`config.mk`:
```
export PLATFORM = sky130hd
export DESIGN_NAME = pipe_hazard_unit
export DESIGN_NICKNAME = d
export VERILOG_FILES = /design/src/rtl/pipe_hazard_unit_pkg.sv /design/src/rtl/pipe_hazard_unit_match.sv /design/src/rtl/pipe_hazard_unit.sv
export SDC_FILE = /design/constraint.sdc
export NUM_CORES = 1
export LEC_CHECK = 0
export CAP_MARGIN = 5
export CORE_MARGIN = 2
export CORE_UTILIZATION = 46
export DETAILED_ROUTE_END_ITERATION = 16
export PLACE_DENSITY = 0.79
export SLEW_MARGIN = 20
export SYNTH_ARGS = -nofsm -noshare
export SYNTH_HDL_FRONTEND = slang
export SYNTH_SLANG_ARGS = --single-unit
export TNS_END_PERCENT = 100
```
`constraint.sdc`:
```
create_clock -name clk -period 3.55 [get_ports clk]
set_input_delay 0.5325 -clock clk [delete_from_list [all_inputs] [get_ports clk]]
set_output_delay 0.5325 -clock clk [all_outputs]
set_load 0.01 [all_outputs]
```
`src/rtl/pipe_hazard_unit_pkg.sv`:
```
// Shared definitions for the pipeline hazard/forwarding controller.
package pipe_hazard_unit_pkg;

  typedef enum logic [1:0] {
    USE_NONE = 2'd0,
    USE_ID   = 2'd1,
    USE_EX   = 2'd2,
    USE_MEM  = 2'd3
  } use_e;

  localparam int SEL_RF   = 0;
  localparam int N_MATCH  = 5;
  localparam int M_ID_RS  = 0;
  localparam int M_ID_RT  = 1;
  localparam int M_EX_RS  = 2;
  localparam int M_EX_RT  = 3;
  localparam int M_MEM_RT = 4;

endpackage

```
`src/rtl/pipe_hazard_unit_match.sv`:
```
// Priority matcher: youngest in-flight writer of a source register.
module pipe_hazard_unit_match
  import pipe_hazard_unit_pkg::*;
#(
  parameter int REG_AW   = 5,
  parameter int DEPTH    = 3,
  parameter int ALU_RDY  = 1,
  parameter int LOAD_RDY = 2,
  parameter int SELW     = 2
) (
  input  logic [REG_AW-1:0]       i_src,
  input  logic [SELW-1:0]         i_min_k,
  input  logic [1:0]              i_off,
  input  logic [DEPTH-1:0]        i_vld,
  input  logic [DEPTH-1:0]        i_wr,
  input  logic [DEPTH-1:0]        i_ld,
  input  logic [DEPTH*REG_AW-1:0] i_dst,
  output logic                    o_hit,
  output logic [SELW-1:0]         o_k,
  output logic                    o_rdy,
  output logic                    o_wait
);

  function automatic int rdy_idx(input logic ld);
    return ld ? LOAD_RDY : ALU_RDY;
  endfunction

  // Walk oldest to youngest so the youngest match is left standing.
  always_comb begin
    o_hit  = 1'b0;
    o_k    = '0;
    o_rdy  = 1'b0;
    o_wait = 1'b0;
    for (int k = DEPTH - 1; k >= 0; k--) begin
      if (k >= int'(i_min_k) && i_vld[k] && i_wr[k] &&
          i_dst[k*REG_AW +: REG_AW] == i_src &&
          i_src != '0) begin
        o_hit  = 1'b1;
        o_k    = SELW'(k);
        o_rdy  = k >= rdy_idx(i_ld[k]);
        o_wait = (k + int'(i_off)) < rdy_idx(i_ld[k]);
      end
    end
  end

endmodule

```
`src/rtl/pipe_hazard_unit.sv`:
```
// Hazard/forwarding controller: writer scoreboard, stall and forward selects.
// Optional HAZARD_STATS_EN builds saturating stall/forward counters.
module pipe_hazard_unit
  import pipe_hazard_unit_pkg::*;
#(
  parameter int REG_AW   = 5,
  parameter int DEPTH    = 3,
  parameter int ALU_RDY  = 1,
  parameter int LOAD_RDY = 2,
  parameter int CNT_W    = 32,
  localparam int SELW    = $clog2(DEPTH + 1)
) (
  input  logic              clk,
  input  logic              rst,
  input  logic              id_valid,
  input  logic              id_kill,
  input  logic [REG_AW-1:0] id_rs,
  input  logic [REG_AW-1:0] id_rt,
  input  logic [1:0]        id_rs_use,
  input  logic [1:0]        id_rt_use,
  input  logic              id_wr,
  input  logic [REG_AW-1:0] id_dst,
  input  logic              id_load,
  output logic              stall,
  output logic [SELW-1:0]   id_fwd_rs,
  output logic [SELW-1:0]   id_fwd_rt,
  output logic [SELW-1:0]   ex_fwd_rs,
  output logic [SELW-1:0]   ex_fwd_rt,
  output logic [SELW-1:0]   mem_fwd_rt,
  output logic [CNT_W-1:0]  stall_cnt,
  output logic [CNT_W-1:0]  fwd_cnt
);

  logic [DEPTH-1:0]        r_sb_vld;
  logic [DEPTH-1:0]        r_sb_wr;
  logic [DEPTH-1:0]        r_sb_ld;
  logic [DEPTH*REG_AW-1:0] r_sb_dst;

  logic [REG_AW-1:0] r_ex_rs;
  logic [REG_AW-1:0] r_ex_rt;
  logic [1:0]        r_ex_rsu;
  logic [1:0]        r_ex_rtu;
  logic [REG_AW-1:0] r_mem_rt;
  logic [1:0]        r_mem_rtu;

  logic [REG_AW-1:0] w_src  [N_MATCH];
  logic [SELW-1:0]   w_min  [N_MATCH];
  logic [1:0]        w_off  [N_MATCH];
  logic              w_hit  [N_MATCH];
  logic [SELW-1:0]   w_k    [N_MATCH];
  logic              w_rdy  [N_MATCH];
  logic              w_wait [N_MATCH];
  logic              w_issue;
  logic              w_any_fwd;
  logic              w_unused;

  assign w_src[M_ID_RS]  = id_rs;
  assign w_src[M_ID_RT]  = id_rt;
  assign w_src[M_EX_RS]  = r_ex_rs;
  assign w_src[M_EX_RT]  = r_ex_rt;
  assign w_src[M_MEM_RT] = r_mem_rt;

  // EX skips itself (sb[0]); MEM skips EX and itself.
  assign w_min[M_ID_RS]  = '0;
  assign w_min[M_ID_RT]  = '0;
  assign w_min[M_EX_RS]  = SELW'(1);
  assign w_min[M_EX_RT]  = SELW'(1);
  assign w_min[M_MEM_RT] = SELW'(2);

  assign w_off[M_ID_RS]  = id_rs_use - 2'd1;
  assign w_off[M_ID_RT]  = id_rt_use - 2'd1;
  assign w_off[M_EX_RS]  = 2'd0;
  assign w_off[M_EX_RT]  = 2'd0;
  assign w_off[M_MEM_RT] = 2'd0;

  for (genvar g = 0; g < N_MATCH; g++) begin : g_match
    pipe_hazard_unit_match #(
      .REG_AW  (REG_AW),
      .DEPTH   (DEPTH),
      .ALU_RDY (ALU_RDY),
      .LOAD_RDY(LOAD_RDY),
      .SELW    (SELW)
    ) u_match (
      .i_src  (w_src[g]),
      .i_min_k(w_min[g]),
      .i_off  (w_off[g]),
      .i_vld  (r_sb_vld),
      .i_wr   (r_sb_wr),
      .i_ld   (r_sb_ld),
      .i_dst  (r_sb_dst),
      .o_hit  (w_hit[g]),
      .o_k    (w_k[g]),
      .o_rdy  (w_rdy[g]),
      .o_wait (w_wait[g])
    );
  end

  assign w_unused = ^{w_rdy[M_EX_RS], w_rdy[M_EX_RT],
                      w_rdy[M_MEM_RT], w_wait[M_EX_RS],
                      w_wait[M_EX_RT], w_wait[M_MEM_RT]};

  assign stall = id_valid &&
    ((id_rs_use != USE_NONE && w_hit[M_ID_RS] && w_wait[M_ID_RS]) ||
     (id_rt_use != USE_NONE && w_hit[M_ID_RT] && w_wait[M_ID_RT]));

  always_comb begin
    id_fwd_rs  = SELW'(SEL_RF);
    id_fwd_rt  = SELW'(SEL_RF);
    ex_fwd_rs  = SELW'(SEL_RF);
    ex_fwd_rt  = SELW'(SEL_RF);
    mem_fwd_rt = SELW'(SEL_RF);
    if (id_valid && id_rs_use == USE_ID &&
        w_hit[M_ID_RS] && w_rdy[M_ID_RS])
      id_fwd_rs = w_k[M_ID_RS] + SELW'(1);
    if (id_valid && id_rt_use == USE_ID &&
        w_hit[M_ID_RT] && w_rdy[M_ID_RT])
      id_fwd_rt = w_k[M_ID_RT] + SELW'(1);
    if (r_ex_rsu == USE_EX && w_hit[M_EX_RS])
      ex_fwd_rs = w_k[M_EX_RS] + SELW'(1);
    if (r_ex_rtu == USE_EX && w_hit[M_EX_RT])
      ex_fwd_rt = w_k[M_EX_RT] + SELW'(1);
    if (r_mem_rtu == USE_MEM && w_hit[M_MEM_RT])
      mem_fwd_rt = w_k[M_MEM_RT] + SELW'(1);
  end

  assign w_issue   = id_valid && !id_kill && !stall;
  assign w_any_fwd = |{id_fwd_rs, id_fwd_rt, ex_fwd_rs,
                       ex_fwd_rt, mem_fwd_rt};

  always_ff @(posedge clk) begin
    if (rst) begin
      r_sb_vld  <= '0;
      r_sb_wr   <= '0;
      r_sb_ld   <= '0;
      r_sb_dst  <= '0;
      r_ex_rs   <= '0;
      r_ex_rt   <= '0;
      r_ex_rsu  <= USE_NONE;
      r_ex_rtu  <= USE_NONE;
      r_mem_rt  <= '0;
      r_mem_rtu <= USE_NONE;
    end else begin
      r_sb_vld  <= {r_sb_vld[DEPTH-2:0], w_issue};
      r_sb_wr   <= {r_sb_wr[DEPTH-2:0], id_wr};
      r_sb_ld   <= {r_sb_ld[DEPTH-2:0], id_load};
      r_sb_dst  <= {r_sb_dst[(DEPTH-1)*REG_AW-1:0], id_dst};
      r_ex_rs   <= id_rs;
      r_ex_rt   <= id_rt;
      r_ex_rsu  <= w_issue ? id_rs_use : USE_NONE;
      r_ex_rtu  <= w_issue ? id_rt_use : USE_NONE;
      r_mem_rt  <= r_ex_rt;
      r_mem_rtu <= r_ex_rtu;
    end
  end

`ifdef HAZARD_STATS_EN
  logic [CNT_W-1:0] r_stall_cnt;
  logic [CNT_W-1:0] r_fwd_cnt;

  always_ff @(posedge clk) begin
    if (rst) begin
      r_stall_cnt <= '0;
      r_fwd_cnt   <= '0;
    end else begin
      if (stall && !(&r_stall_cnt))
        r_stall_cnt <= r_stall_cnt + CNT_W'(1);
      if (w_any_fwd && !(&r_fwd_cnt))
        r_fwd_cnt <= r_fwd_cnt + CNT_W'(1);
    end
  end

  assign stall_cnt = r_stall_cnt;
  assign fwd_cnt   = r_fwd_cnt;
`else
  logic w_unused_stats;
  assign w_unused_stats = w_any_fwd;
  assign stall_cnt      = '0;
  assign fwd_cnt        = '0;
`endif

endmodule
```
==> metrics.cfg <==
[finish]
antenna_cells=0
fin_cells=442
nets=402
fin_util_pct=55.6
synthToLayoutAreaGrowth_pct=16.2
drive_above_1_share_pct=11.4

[routing]
first_iter_violations=72
wirelength_um=5610
first_pass_iters=4
avgRoutedWirePerCell_um=12.7
ant_nets=0
viasPerCell=4.72
drc=0
vias=2088

[worst_setup_path]
max_stage_delay_ns=0.53
slowest_stage=or4_4
reg2reg_to=r_ex_rsu[1]
arrival_ns=2.88
cp-end-kind=output pin
cp-start-kind=input port
crit_buf_inv=2
r2r_slack_ns=1.38
critical_path_class=input port to output pin
crit_top_cell=clkdlybuf4s50_1
required_ns=3.02
r2r_cells=7
worstReg2RegStart=r_sb_dst[5]
path_max_fanout=4
crit_family=buffers and inverters
path_cells=clkdlybuf4s50_1 -> or4_4 -> or2_2 -> nand4_1 -> o2111a_1 -> o31a_1 -> clkdlybuf4s50_1

[run_status]
status=finished clean

[timing]
finalHoldViolations=0
setup_ws_ns=0.137
fmax_ghz=0.293
fin_crit_sh_pct=96.1
setup_viol=0
fin_skew_ns=0.00191
slew_headroom_pct=55.8
tightest_slew_ns=0.654
setup_tns_ns=0
slew_violations=0
min_period_ns=3.41

[placement]
gp_congestion=0.883
place_ws_ns=-0.320
detailed_place_hpwl_um=4350
dp.cells=433
numPortBuffers=35

[synth]
seq_area_frac_synth_pct=31.1
synth_seq_cells=44
postSynthCellCount=319
yosysTopAreaCell=dfxtp_1
yosysTopAreaCellShare_pct=31.1
syn_avg_cell_area_um2=8.87
synth_ff_type=dfxtp_1
synthArstFlopShare_pct=0
synth_cell_types=38
netlist_top_cells_area=dfxtp_1 (31%), buf_4 (17%), xor2_1 (9.3%)
syn_area_um2=2830
synth-edff-count=0
synth_most_common_cell=buf_4
synth_commonest_cells=buf_4 (65), dfxtp_1 (44), nor2b_1 (34), xor2_1 (30), xnor2_1 (22)
synth_warnings=0

[global_route]
antenna_found_initial=0
grt.overflow.total=0
grt_max_degree=41
grt_pass1_vias=1926
grt_use_total_pct=17.2
use_met3_pct=4.78
top_usage_layer=met2
grt_pass1_wl_um=8830
globalRouteMet2Util_pct=29.9
use_met1_pct=19.8

[power]
p_int_uw=880
p_leak_nw=1.45
p_clk_share_pct=37.5
switching_share_pct=24.8
ir_worst_vdd_mv=0.248
p_per_area_nw_per_um2=356
p_seq_share_pct=46.0
combinationalPowerShare_pct=16.5
p_sw_uw=290

[die]
ios=100
start_util_pct=47.8
coreArea_um2=5920
die_width_um=82.4
die_area_um2=6800
rows=28
die_h_um=82.4

[clock_network]
cts_sinks=44
cts_tree=done
cts_hold_buf=0
cts_buffer_depth=2
cts_buffers=5
htreeDepth=2
insertion_delay_ns=0.29
cts_root_buf=clkbuf_8
clk_pin_slew_ns=0.08

[min_path]
hold_class=flop to flop
hp-start=r_sb_vld[0]
hold_depth=1
min_to=r_sb_vld[1]

[run]
cap_violations=0

## timing repair
action | 4_1_cts | 5_1_grt
buffers inserted | 0 | 2
gates resized for setup | 4 | 7
endpoints found under the hold margin | 0 | 0
setup endpoints to repair | 1 | 4
pin swaps | 2 | 3
## sequential cells by signal, summed over array words and instances, names as in the netlist
signal     count
r_sb_dst      15
r_ex_rs        5
r_ex_rt        5
r_mem_rt       5
r_sb_vld       3
r_sb_wr        3
r_ex_rsu       2
r_ex_rtu       2
r_mem_rtu      2
r_sb_ld        2
## kinds of logic after synthesis
| family | Yosys count | synth area share [%] |
|---|---|---|
| buffers and inverters | 93 | 21.2 |
| other | 1 | 0.132 |
| and+or+nand+nor | 96 | 19.7 |
| AOI/OAI and AO/OA | 23 | 7.30 |
| xor gates and xnor gates | 52 | 16.1 |
| adders and majority gates | 10 | 4.42 |
| DFF | 44 | 31.1 |
## cell usage in the layout, fill, tap and decap left out, types with 4 or more instances in the layout
| cell | instances |
|---|---|
| nor2_1 | 14 |
| ha_1 | 9 |
| nand2_1 | 10 |
| clkdlybuf4s50_1 | 32 |
| conb_1 | 64 |
| xnor2_1 | 22 |
| a21oi_1 | 4 |
| inv_1 | 11 |
| nor4b_1 | 4 |
| buf_4 | 23 |
| nor2b_1 | 34 |
| clkbuf_8 | 5 |
| nand4_1 | 4 |
| nor4_1 | 15 |
| nor3_1 | 4 |
| dfxtp_1 | 44 |
| xor2_1 | 29 |
## layout make-up
type	count	area, µm²
well taps	75	93.8
inverters	13	48.8
repair buffers	58	523
clock buffers	5	68.8
multi-input cells	245	1610
fillers	551	2630
flip-flops and latches	44	881
clock inverters	2	60.1
## worst max-delay path by stage
stage / cells after the start / slack (ns) / from / end
2_1_floorplan: 9 / 0.63 / id_rt_use[0] / stall
3_3_place_gp: 11 / -0.31 / id_rt_use[0] / stall
3_5_place_dp: 11 / -0.32 / id_rt_use[0] / stall
4_1_cts: 11 / 0.007 / id_rt_use[0] / stall
5_1_grt: 11 / -0.02 / id_rt_use[1] / stall
6_report: 7 / 0.14 / id_rs[3] / id_fwd_rs[0]
## power groups by stage
stage | sequential (mW) | clock (mW) | combinational [mW]
global route | 0.541 | 0.472 | 0.217
detailed placement | 0.549 | 0 | 0.186
CTS | 0.538 | 0.442 | 0.188
global placement | 0.548 | 0 | 0.180
finish | 0.538 | 0.439 | 0.193
floorplan | 0.537 | 0 | 0.181
## through the flow
| step | area [µm²] | hold slack (ns) | power (mW) |
|---|---|---|---|
| 4_1_cts | 3250 | 0.469 | 1.17 |
| 3_3_place_gp | 3120 | 0.450 | 0.728 |
| 3_5_place_dp | 3120 | 0.455 | 0.735 |
| 2_1_floorplan | 3070 | 0.438 | 0.717 |
| 6_report | 3290 | 0.468 | 1.17 |
| 5_1_grt | 3290 | 0.489 | 1.23 |
## worst reg2reg max path, delay by kind of cell, from the launching register on
family | cells | cell delay, ns
simple gates | 2 | 0.60
compound gates | 2 | 0.52
flops | 1 | 0.51
buf+inv | 2 | 0.27
xor+xnor | 1 | 0.17
## per-layer routing
layer	routed length (µm)	vias up	part of all wire, %
met5	0	-	0
met4	46	0	0.82
met3	381	7	6.8
met2	2940	81	52
met1	2240	988	40
li1	-	1012	-
Note: power is estimated with default switching activity, not from simulation.
